[src/rtl/cfu_bus_pkg.sv]
// Shared types and sizing for the CFU bus initiator.
// Holds the transaction state encoding and the default timeout.
package cfu_bus_pkg;

  localparam int FUNC_ID_W          = 3;
  localparam int DATA_W             = 32;
  localparam int DEF_TIMEOUT_CYCLES = 1024;

  typedef enum logic [1:0] {
    ST_IDLE = 2'd0,
    ST_CMD  = 2'd1,
    ST_RSP  = 2'd2,
    ST_DONE = 2'd3
  } state_e;

  // Timer needs to hold 0..TIMEOUT_CYCLES-1; never narrower than one bit.
  function automatic int timer_width(input int unsigned cycles);
    return (cycles <= 2) ? 1 : $clog2(cycles);
  endfunction

endpackage

[src/rtl/cfu_initiator.sv]
// CPU-side request/result port bridged onto a CFU cmd/rsp bus, one transaction in flight.
// Zero-wait responder: result two cycles after request acceptance; timeout aborts a silent responder.
module cfu_initiator
  import cfu_bus_pkg::*;
#(
  parameter int unsigned TIMEOUT_CYCLES = DEF_TIMEOUT_CYCLES
) (
  input  logic                 clk,
  input  logic                 rst,

  input  logic                 req_valid,
  output logic                 req_ready,
  input  logic [FUNC_ID_W-1:0] req_function_id,
  input  logic [DATA_W-1:0]    req_in0,
  input  logic [DATA_W-1:0]    req_in1,

  output logic                 res_valid,
  input  logic                 res_ready,
  output logic [DATA_W-1:0]    res_data,
  output logic                 res_err,
  output logic                 res_timeout,

  output logic                 proto_err,

  output logic                 io_bus_cmd_valid,
  input  logic                 io_bus_cmd_ready,
  output logic [FUNC_ID_W-1:0] io_bus_cmd_payload_function_id,
  output logic [DATA_W-1:0]    io_bus_cmd_payload_inputs_0,
  output logic [DATA_W-1:0]    io_bus_cmd_payload_inputs_1,

  input  logic                 io_bus_rsp_valid,
  output logic                 io_bus_rsp_ready,
  input  logic                 io_bus_rsp_payload_response_ok,
  input  logic [DATA_W-1:0]    io_bus_rsp_payload_outputs_0
);

  localparam int TW = timer_width(TIMEOUT_CYCLES);
  localparam logic [TW-1:0] TIMER_LAST =
    TW'((TIMEOUT_CYCLES == 0) ? 0 : TIMEOUT_CYCLES - 1);
  localparam bit TIMEOUT_EN = (TIMEOUT_CYCLES != 0);

  state_e state, state_nxt;

  logic [FUNC_ID_W-1:0] fid_q;
  logic [DATA_W-1:0]    in0_q;
  logic [DATA_W-1:0]    in1_q;
  logic [DATA_W-1:0]    res_data_q;
  logic                 res_err_q;
  logic                 res_timeout_q;
  logic                 proto_err_q;
  logic [TW-1:0]        timer_q;

  logic accept;
  logic capture;
  logic expire;
  logic stray_beat;
  logic timer_hit;

  assign timer_hit = TIMEOUT_EN && (timer_q == TIMER_LAST);

  always_comb begin
    state_nxt        = state;
    req_ready        = 1'b0;
    res_valid        = 1'b0;
    io_bus_cmd_valid = 1'b0;
    io_bus_rsp_ready = 1'b0;
    accept           = 1'b0;
    capture          = 1'b0;
    expire           = 1'b0;
    stray_beat       = 1'b0;

    case (state)
      ST_IDLE: begin
        req_ready = 1'b1;
        if (req_valid) begin
          accept    = 1'b1;
          state_nxt = ST_CMD;
        end
      end

      ST_CMD: begin
        // rsp_ready is high here too so a responder that ties cmd_ready to
        // rsp_ready still sees the command accepted.
        io_bus_cmd_valid = 1'b1;
        io_bus_rsp_ready = 1'b1;
        stray_beat       = io_bus_rsp_valid && !io_bus_cmd_ready;
        if (io_bus_cmd_ready && io_bus_rsp_valid) begin
          capture   = 1'b1;
          state_nxt = ST_DONE;
        end else if (timer_hit) begin
          expire    = 1'b1;
          state_nxt = ST_DONE;
        end else if (io_bus_cmd_ready) begin
          state_nxt = ST_RSP;
        end
      end

      ST_RSP: begin
        io_bus_rsp_ready = 1'b1;
        if (io_bus_rsp_valid) begin
          capture   = 1'b1;
          state_nxt = ST_DONE;
        end else if (timer_hit) begin
          expire    = 1'b1;
          state_nxt = ST_DONE;
        end
      end

      ST_DONE: begin
        res_valid = 1'b1;
        if (res_ready) state_nxt = ST_IDLE;
      end

      default: state_nxt = ST_IDLE;
    endcase
  end

  always_ff @(posedge clk) begin
    if (!rst) begin
      state         <= ST_IDLE;
      fid_q         <= '0;
      in0_q         <= '0;
      in1_q         <= '0;
      res_data_q    <= '0;
      res_err_q     <= 1'b0;
      res_timeout_q <= 1'b0;
      proto_err_q   <= 1'b0;
      timer_q       <= '0;
    end else begin
      state <= state_nxt;

      if (accept) begin
        fid_q   <= req_function_id;
        in0_q   <= req_in0;
        in1_q   <= req_in1;
        timer_q <= '0;
      end else if (state == ST_CMD || state == ST_RSP) begin
        timer_q <= timer_q + 1'b1;
      end

      if (capture) begin
        res_data_q    <= io_bus_rsp_payload_outputs_0;
        res_err_q     <= !io_bus_rsp_payload_response_ok;
        res_timeout_q <= 1'b0;
      end else if (expire) begin
        res_data_q    <= '0;
        res_err_q     <= 1'b1;
        res_timeout_q <= 1'b1;
      end

      if (stray_beat) proto_err_q <= 1'b1;
    end
  end

  assign io_bus_cmd_payload_function_id = fid_q;
  assign io_bus_cmd_payload_inputs_0    = in0_q;
  assign io_bus_cmd_payload_inputs_1    = in1_q;

  assign res_data    = res_data_q;
  assign res_err     = res_err_q;
  assign res_timeout = res_timeout_q;
  assign proto_err   = proto_err_q;

endmodule

[config.mk]
export PLATFORM = sky130hd
export DESIGN_NAME = cfu_initiator
export DESIGN_NICKNAME = d
export VERILOG_FILES = /design/src/rtl/cfu_bus_pkg.sv /design/src/rtl/cfu_initiator.sv
export SDC_FILE = /design/constraint.sdc
export NUM_CORES = 1
export LEC_CHECK = 0
export CORE_MARGIN = 4
export CORE_UTILIZATION = 36
export DETAILED_ROUTE_END_ITERATION = 6
export GPL_ROUTABILITY_DRIVEN = 0
export PLACE_DENSITY = 0.77
export SLEW_MARGIN = 40
export SYNTH_ARGS = -nofsm -noshare
export SYNTH_HDL_FRONTEND = slang
export SYNTH_SLANG_ARGS = --single-unit
[constraint.sdc]
create_clock -name clk -period 1.9 [get_ports clk]
set_input_delay 0.38 -clock clk [delete_from_list [all_inputs] [get_ports clk]]
set_output_delay 0.38 -clock clk [all_outputs]
set_load 0.02 [all_outputs]
==> results.md, run 1 <==
- Tot Pwr: a little under 9 mW
- Rows: 38
- Final Max Slew Viols: 0
- CTS tree: yes
- PwrDens: approximately 1200 nW/um^2
- Synthesized flop and latch total: between 100 and 150
- Sum of negative setup slack: 0 ns
- Hold WC Path Type: reg2reg
- Cts hold-fix bufs: 0
- Die X: 115 um
- Core Area: between 10000 and 15000 um^2
- Internal power: around 6 mW
- Clock power frac: 0.318
- Post-synth net total: approximately 560
- GRT overflow: 0
- Clock root buffer: clkbuf_16
- H-tree levels: 4
- First-pass GRT wire length: around 19 mm
- TritonCTS Buffers: 17
- Slew @ Worst Pin: between 0.4 and 0.5 ns
- Syn avg cell area: just over 9 um^2
- Vias: between 3000 and 4000
- GRT Total Usage: 0.183
- Net switching power figure: 2.81 mW
- YS warnings: 0
- DR iter-0 viols: between 200 and 300
- Final WL: between 10 and 15 mm
- Req. time, crit path: 2.18 ns
- Reg power frac: 0.335
- Fin. Hold Viols: 0
- Worst relative slew slack: 0.706
- Vias in the first global route: 3952
- Highest-count cells in the layout ignoring fill and taps: 207 x clkdlybuf4s50_1, 142 x nand2_1, 112 x dfxtp_1
- Status: finished clean
- Comb pwr share: 0.347
- Number of setup violations in the final report: 0
- DIE AREA: 13200 um^2
- Sw frac: 0.317
- Post-route DRC: 0
- Reg clk slew, reported paths: 0.05 ns
- Sequential-to-total area share from yosys stat: 0.556
- Initial antenna violation count: 0
- Antenna Nets Post-Route: 0
- Ports: between 200 and 250
- Startpoint class of the critical path: flop
- # nets final: between 700 and 800
- CP arrival: 2.14 ns
- Peak VDD IR: between 0.7 and 0.8 mV
- TritonRoute pass-1 iters: 4
- Initial Util: 0.374
- Routed len/inst: 15.6 um
- Worst skew pair latency: about 0.40 ns
- Post-DP HPWL: between 9 and 10 mm
- Max FO, Critical Path: 16
- DIE HEIGHT: around 110 um
- CTS max path bufs: 2
- Yosys cell types: 43
- Most common cell after layout, fill and taps aside: clkdlybuf4s50_1
- Max_cap viols: 0
- Fin crit share: 0.979
- Largest net degree at the start of global routing: slightly below 70
- Worst Skew: 0.00888 ns
- Final min period: around 1.9 ns
- Pleak: around 2.7 nW
- Clock sinks: around 110
- Layout-stage area growth over the synthesis result: 72.4%
- Crit path kind: reg2reg
- Via-to-Cell Ratio: roughly 4.9
- Ant diodes: 0
- Synthesized instance count: about 450
- Mapped Area: ~4000 um^2
- Max frequency: 0.538 GHz
- Layout cells sized above 1: 0.107
- IO buf count: ~210
- Element type at the critical path end: flop
## per-layer routing
layer | up-vias | share of wire | global-route usage
li1 | 1966 | - | -
met1 | 1856 | 0.40 | 0.200
met2 | 171 | 0.49 | 0.314
met3 | 5 | 0.10 | 0.0858
met4 | 0 | 0.0074 | 0.0634
met5 | - | 0 | 0
## repair_timing
item                       in CTS  in global routing
gates resized for setup         7                 10
setup endpoints to repair       5                 38
cloned                          0                  2
setup buffers                   0                  3
pin swaps                       0                  3
## layout make-up
class | count | area, um^2
Tap cell | 140 | 175
Clock inverter | 8 | 65.1
Sequential cell | 114 | 2280
Timing Repair Buffer | 232 | 2360
Fill cell | 899 | 3900
Clock buffer | 20 | 457
Inverter | 5 | 18.8
Multi-Input combinational cell | 303 | 1720
## cells in the mapped netlist, drive strengths merged
library cell	n	share of area
or2b	1	0.0018
inv	5	0.0046
o32ai	1	0.0067
nor2b	1	0.0015
nor3b	1	0.0018
dfxtp	114	0.56
a22o	32	0.068
nand2b	1	0.0015
clkbuf	19	0.017
and3	1	0.0015
xnor2	3	0.0064
o21ai	3	0.0037
xor2	3	0.0064
and2	1	0.0015
or3	3	0.0049
o21bai	1	0.0046
a2111oi	2	0.0058
nand4	3	0.0082
a21o	1	0.0021
nor2	10	0.0091
nand3	2	0.0024
mux2i	1	0.0024
a21boi	1	0.0018
o311a	1	0.0024
o211ai	1	0.0030
a311oi	1	0.0064
nand2	143	0.13
nor3	4	0.0088
buf	9	0.015
a21oi	73	0.089
ha	5	0.015
o221a	1	0.0027
dlymetal6s2s	1	0.0030
nand3b	1	0.0018
and2b	1	0.0018
## logic make-up after synthesis
family	Yosys count	share of synthesized area
adder cells (fa/ha/maj)	5	0.0152
multiplexers	1	0.00244
AND/OR/NAND/NOR	173	0.178
flip-flops	114	0.556
buffers and inverters	34	0.0396
AO/OA/AOI/OAI	118	0.197
XOR/XNOR	6	0.0128
## power groups by stage
| stage | clock (mW) | sequential (mW) | combinational (mW) |
|---|---|---|---|
| 6_report | 2.82 | 2.96 | 3.07 |
| 5_1_grt | 2.99 | 3.01 | 3.32 |
| 4_1_cts | 2.87 | 2.95 | 3.00 |
| 3_5_place_dp | 0 | 3.00 | 3.02 |
| 3_3_place_gp | 0 | 2.97 | 2.96 |
| 2_1_floorplan | 0 | 3.38 | 1.18 |
## path summary, 6_finish.rpt
path                                                 startpoint                               to  depth (start not counted)  slack, ns
worst max-delay path                                   state[0]                     res_data[19]                          9       0.04
worst min-delay path            io_bus_cmd_payload_inputs_0[22]  io_bus_cmd_payload_inputs_0[22]                          2       0.45
worst max register to register                         state[0]                     res_data[19]                          9       0.04
worst min register to register  io_bus_cmd_payload_inputs_0[22]  io_bus_cmd_payload_inputs_0[22]                          2       0.45
## sequential cells by signal, summed over array words and instances, names as in the netlist
name / cells
io_bus_cmd_payload_inputs_1: 32
state: 2
proto_err: 1
io_bus_cmd_payload_inputs_0: 32
timer_q: 10
io_bus_cmd_payload_function_id: 3
res_data: 32
res_timeout: 1
res_err: 1
## worst max-delay path: stages (launching register included)
cell and delay, ns:
dfxtp_2 0.39, inv_2 0.08, ha_4 0.28, buf_12 0.12, nand2_1 0.10, nor2_4 0.13, a311oi_4 0.05, buf_4 0.17
clkbuf_16 0.17, a22o_1 0.24
## stage by stage
| step | area, um^2 | util | setup slack (ns) | hold slack, ns | std cells |
|---|---|---|---|---|---|
| after floorplan | 4120 | - | 0.00755 | 0.472 | 451 |
| after global placement | 6450 | 0.587 | -0.0456 | 0.441 | 789 |
| after detailed placement | 6450 | 0.587 | -0.0849 | 0.446 | 789 |
| after CTS | 6970 | 0.634 | 0.0233 | 0.452 | 817 |
| after global routing | 7080 | 0.645 | -0.0291 | 0.467 | 822 |
| final | 7080 | 0.645 | 0.0403 | 0.453 | 822 |
Note: power is estimated with default switching activity, not from simulation.
==> run 2, diff against run 1 <==
--- a/config.mk
+++ b/config.mk
@@ -5,11 +5,12 @@
 export SDC_FILE = /design/constraint.sdc
 export NUM_CORES = 1
 export LEC_CHECK = 0
-export CORE_MARGIN = 4
+export CORE_MARGIN = 1.5
 export CORE_UTILIZATION = 36
 export DETAILED_ROUTE_END_ITERATION = 6
 export GPL_ROUTABILITY_DRIVEN = 0
 export PLACE_DENSITY = 0.77
+export SETUP_SLACK_MARGIN = 0.4
 export SLEW_MARGIN = 40
 export SYNTH_ARGS = -nofsm -noshare
 export SYNTH_HDL_FRONTEND = slang
==> results.md, run 2 (synthesis gave the netlist of run 1 again) <==
- H-tree levels: 4
- Ports: approximately 210
- Largest net degree at the start of global routing: 45
- Startpoint class of the critical path: flop
- Die X: around 110 um
- Peak VDD IR: 1.03 mV
- Worst relative slew slack: 0.688
- Most common cell after layout, fill and taps aside: nand2_1
- Number of setup violations in the final report: 0
- Worst Hold End: io_bus_cmd_payload_inputs_1[5]
- Cts hold-fix bufs: 0
- Hold WC Path Type: reg2reg
- Slew @ Worst Pin: ~0.47 ns
- Initial antenna violation count: 0
- Via-to-Cell Ratio: 4.97
- Rows: 38
- Ant diodes: 0
- Pre-CTS WS: -0.169 ns
- Worst skew pair latency: about 0.4 ns
- DIE HEIGHT: around 110 um
- DIE AREA: between 10000 and 15000 um^2
- Element type at the critical path end: flop
- Vias: 4243
- Max FO, Critical Path: 16
- Hold depth: 2
- Crit path kind: reg2reg
- First-pass GRT wire length: slightly below 20 mm
- CP arrival: around 2 ns
- CTS max path bufs: 2
- RSZ-0062 raised after global routing: yes
- Max frequency: between 0.5 and 0.6 GHz
- Crit path top cell by count: buf_12
- Final min period: around 1.7 ns
- Fin. Hold Viols: 0
- RR Startpoint: state[0]
- Clock root buffer: clkbuf_16
- Worst Skew: 0.00365 ns
- Status: finished clean
- Layout cells sized above 1: 0.192
- Final Max Slew Viols: 0
- Slowest cell delay on critical path: 0.38 ns
- Final WL: 14.1 mm
- DR iter-0 viols: 219
- PwrDens: 1350 nW/um^2
- Post-DP HPWL: 8.80 mm
- Initial Util: 0.374
- GRT Total Usage: 0.209
- Fin crit share: 0.900
- Slowest CP cell: dfxtp_4
- Vias in the first global route: slightly above 4000
- PnR worst setup slack: about 0.19 ns
- Clock sinks: 114
- Hold path startpoint: io_bus_cmd_payload_inputs_1[5]
- TritonRoute pass-1 iters: 4
- Routed len/inst: ~17 um
- Highest-count cells in the layout ignoring fill and taps: 141 x nand2_1, 109 x dfxtp_1, 104 x clkdlybuf4s50_1
- FF-to-FF path depth: 9
- Antenna Nets Post-Route: 0
- Layout-stage area growth over the synthesis result: 85.5%
- Max_cap viols: 0
- Crit path cell chain: inv_4 > ha_4 > buf_12 > nand2_8 > nor2_4 > a311oi_4 > buf_6 > buf_12 > a22o_1
- Core Area: about 11000 um^2
- GRT overflow: 0
- Req. time, crit path: ~2.2 ns
- TritonCTS Buffers: 17
- Reg clk slew, reported paths: 0.05 ns
- # nets final: slightly above 800
- Post-route DRC: 0
- Tot Pwr: slightly above 10 mW
- Pleak: between 3 and 4 nW
- R2R setup slack: 0.19 ns
- CTS tree: yes
- IO buf count: roughly 210
- Worst R2R End: res_data[6]
## run 2: worst max-delay path: cells and delay by family (launching register included)
family,cells,cell delay [ns]
AO/OA/AOI/OAI,2,0.27
adder cells (fa/ha/maj),1,0.27
AND/OR/NAND/NOR,2,0.19
buffers and inverters,4,0.48
flip-flops,1,0.38
## run 2: how the worst max path moves through the flow
stage	end	start	slack, ns
after detailed placement	state[0]	io_bus_rsp_valid	-0.17
after CTS	io_bus_rsp_ready	state[0]	0.13
final	res_data[6]	state[0]	0.19
after global routing	res_data[2]	state[0]	0.14
after floorplan	res_data[10]	state[1]	0.25
after global placement	state[0]	io_bus_rsp_valid	-0.12
## run 2: repair_timing
| item | CTS | global route |
|---|---|---|
| endpoints found under the setup margin | 147 | 153 |
| gates cloned | 0 | 10 |
| pin swaps | 7 | 15 |
| setup buffers | 10 | 13 |
| resized for setup | 136 | 105 |
## run 2: area by class of cell
type	count	area, um^2
Multi-Input combinational cell	304	1860
Clock inverter	9	171
Fill cell	838	3370
Timing Repair Buffer	258	2580
Inverter	5	23.8
Clock buffer	23	508
Tap cell	140	175
Sequential cell	114	2300
## run 2: metal layers
layer / GRT usage / share of wire / wire, um / vias up
met2: 0.359 / 0.51 / 7160 / 178
li1: - / - / - / 2033
met5: 0 / 0 / 0 / -
met4: 0.0816 / 0.015 / 207 / 0
met3: 0.102 / 0.10 / 1440 / 17
met1: 0.219 / 0.37 / 5280 / 2015
## run 2: per-stage QoR
stage / hold slack, ns / std cells / TNS, ns / cell area (um^2) / util
2_1_floorplan: 0.484 / 451 / 0 / 4210 / -
3_3_place_gp: 0.441 / 788 / -0.847 / 6510 / 0.592
3_5_place_dp: 0.447 / 788 / -2.22 / 6510 / 0.592
4_1_cts: 0.452 / 830 / 0 / 7170 / 0.653
5_1_grt: 0.468 / 853 / 0 / 7620 / 0.693
6_report: 0.452 / 853 / 0 / 7620 / 0.693
## run 2: power by group
| part | internal (mW) | leakage (nW) | switching, mW |
|---|---|---|---|
| registers | 2.77 | 0.932 | 0.213 |
| clock network | 2.53 | 0.339 | 1.07 |
| logic | 1.76 | 1.92 | 1.92 |
| total | 7.07 | 3.20 | 3.20 |
==> run 3, diff against run 2 <==
--- a/config.mk
+++ b/config.mk
@@ -6,10 +6,10 @@
 export NUM_CORES = 1
 export LEC_CHECK = 0
 export CORE_MARGIN = 1.5
-export CORE_UTILIZATION = 36
+export CORE_UTILIZATION = 33
 export DETAILED_ROUTE_END_ITERATION = 6
 export GPL_ROUTABILITY_DRIVEN = 0
-export PLACE_DENSITY = 0.77
+export PLACE_DENSITY = 0.71
 export SETUP_SLACK_MARGIN = 0.4
 export SLEW_MARGIN = 40
 export SYNTH_ARGS = -nofsm -noshare
==> results.md, run 3 (synthesis gave the netlist of run 1 again) <==
- Status: finished clean
- Final min period: 1.73 ns
- Initial Util: 0.340
- Most common cell after layout, fill and taps aside: nand2_1
- First-pass GRT wire length: 19.6 mm
- GRT overflow: 0
- CTS tree: yes
- Routed len/inst: around 15 um
- Number of setup violations in the final report: 0
- Antenna Nets Post-Route: 0
- Top delay family on crit path: compound AO/OA/AOI/OAI gates
- Ant diodes: 0
- # fillers: 1009
- Max frequency: 0.578 GHz
- DIE HEIGHT: 115 um
- Final Max Slew Viols: 0
- Reg clk slew, reported paths: around 0.050 ns
- Crit path kind: reg2reg
- RSZ-0062 raised after global routing: yes
- Vias: 4162
- # nets final: about 800
- Layout-stage area growth over the synthesis result: 79.1%
- Startpoint class of the critical path: flop
- Tot Pwr: 9.46 mW
- Slowest cell delay on critical path: ~0.37 ns
- Highest-count cells in the layout ignoring fill and taps: 141 x nand2_1, 107 x dfxtp_1, 105 x clkdlybuf4s50_1
- Worst skew pair latency: about 0.41 ns
- Max FO, Critical Path: 32
- Hold WC Path Type: reg2reg
- Sum of negative setup slack: 0 ns
- Ports: 212
- Peak VDD IR: around 0.65 mV
- Buffers plus inverters on the worst setup path: 2
- Req. time, crit path: 2.24 ns
- Die X: 115 um
- Fin. Hold Viols: 0
- Element type at the critical path end: flop
- Clock root buffer: clkbuf_16
- Post-DP HPWL: ~8.6 mm
- CTS max path bufs: 2
- Post-route DRC: 0
- Final Core Density: 0.610
- Post-Place Cells: roughly 820
- CP arrival: around 2.1 ns
- Final WL: ~13 mm
- Largest net degree at the start of global routing: 71
- PwrDens: roughly 1300 nW/um^2
- Cts hold-fix bufs: 0
- TritonCTS Buffers: 17
- Slew @ Worst Pin: 0.366 ns
- Crit path cell chain: inv_4 > ha_4 > nor2b_4 > o21bai_4 > a311oi_4 > buf_12 > a22o_1
- Worst Skew: roughly 0.0076 ns
- Max_cap viols: 0
- Via-to-Cell Ratio: around 4.8
- Rows: 40
- Layout Cells excl Fill: 871
- IO buf count: approximately 210
- Vias in the first global route: approximately 4000
- Layout cells sized above 1: 0.178
- Initial antenna violation count: 0
- DIE AREA: about 13000 um^2
- H-tree levels: 4
- GRT Total Usage: 0.193
- DR iter-0 viols: between 150 and 200
- Core Area: 12100 um^2
- Fin crit share: 0.911
- Slowest CP cell: dfxtp_4
- TritonRoute pass-1 iters: 4
- Worst relative slew slack: 0.756
- Pleak: between 3 and 4 nW
- Clock sinks: roughly 110
-- run 3: cell count changes in the layout (fill, tap and decap cells not counted), moves of 4 or more --
cell / change
buf_6: -6
dlygate4sd2_1: +20
bufinv_16: -4
clkdlybuf4s15_1: -21
clkdlybuf4s15_2: +4
-- run 3: power by group --
group          internal, mW  switching, mW  total [mW]
Sequential             2.77          0.212        2.99
Clock                  2.03           1.02        3.05
Combinational          1.59           1.83        3.42
Total                  6.39           3.07        9.46
-- run 3: worst min-delay path: cells and delay by family (launching register included) --
| kind | cells | cell delay [ns] |
|---|---|---|
| DFF | 1 | 0.30 |
| and+or+nand+nor | 1 | 0.05 |
| AOI/OAI and AO/OA | 1 | 0.05 |
-- run 3: worst paths after layout --
path,cells past startpoint,start,to,slack (ns)
setup / recovery,7,state[1],res_data[1],0.17
hold / removal,2,io_bus_cmd_payload_inputs_1[15],io_bus_cmd_payload_inputs_1[15],0.45
setup reg to reg,7,state[1],res_data[1],0.17
hold reg to reg,2,io_bus_cmd_payload_inputs_1[15],io_bus_cmd_payload_inputs_1[15],0.45
-- run 3: what timing repair did --
item                       4_1_cts  5_1_grt
resized for setup              159       49
buffers inserted                19        3
gates cloned                     0        3
pin swaps                       10        7
setup endpoints to repair      148      149
-- run 3: routing by layer --
metal  share of wire  vias to the layer above  GRT usage  wire [um]
met1            0.41                     1979      0.212       5500
met3           0.076                       10     0.0794       1030
met2            0.51                      163      0.327       6830
li1                -                     2010          -          -
met4          0.0096                        0     0.0858        130
met5               0                        -          0          0
-- run 3: final cells by class --
cell class	count	area, um^2	area share
Inverter	5	23.8	0.00323
Timing Repair Buffer	250	2420	0.329
Sequential cell	114	2300	0.313
Clock buffer	27	533	0.0725
Clock inverter	4	45.0	0.00612
Tap cell	168	210	0.0286
Multi-Input combinational cell	303	1830	0.248
-- run 3: through the flow --
step                hold WS, ns  setup slack [ns]  instance area [um^2]
global route              0.465             0.122                  7350
finish                    0.450             0.170                  7350
detailed placement        0.446           -0.0798                  6540
global placement          0.442           -0.0887                  6540
CTS                       0.451             0.203                  7230
floorplan                 0.484             0.247                  4210
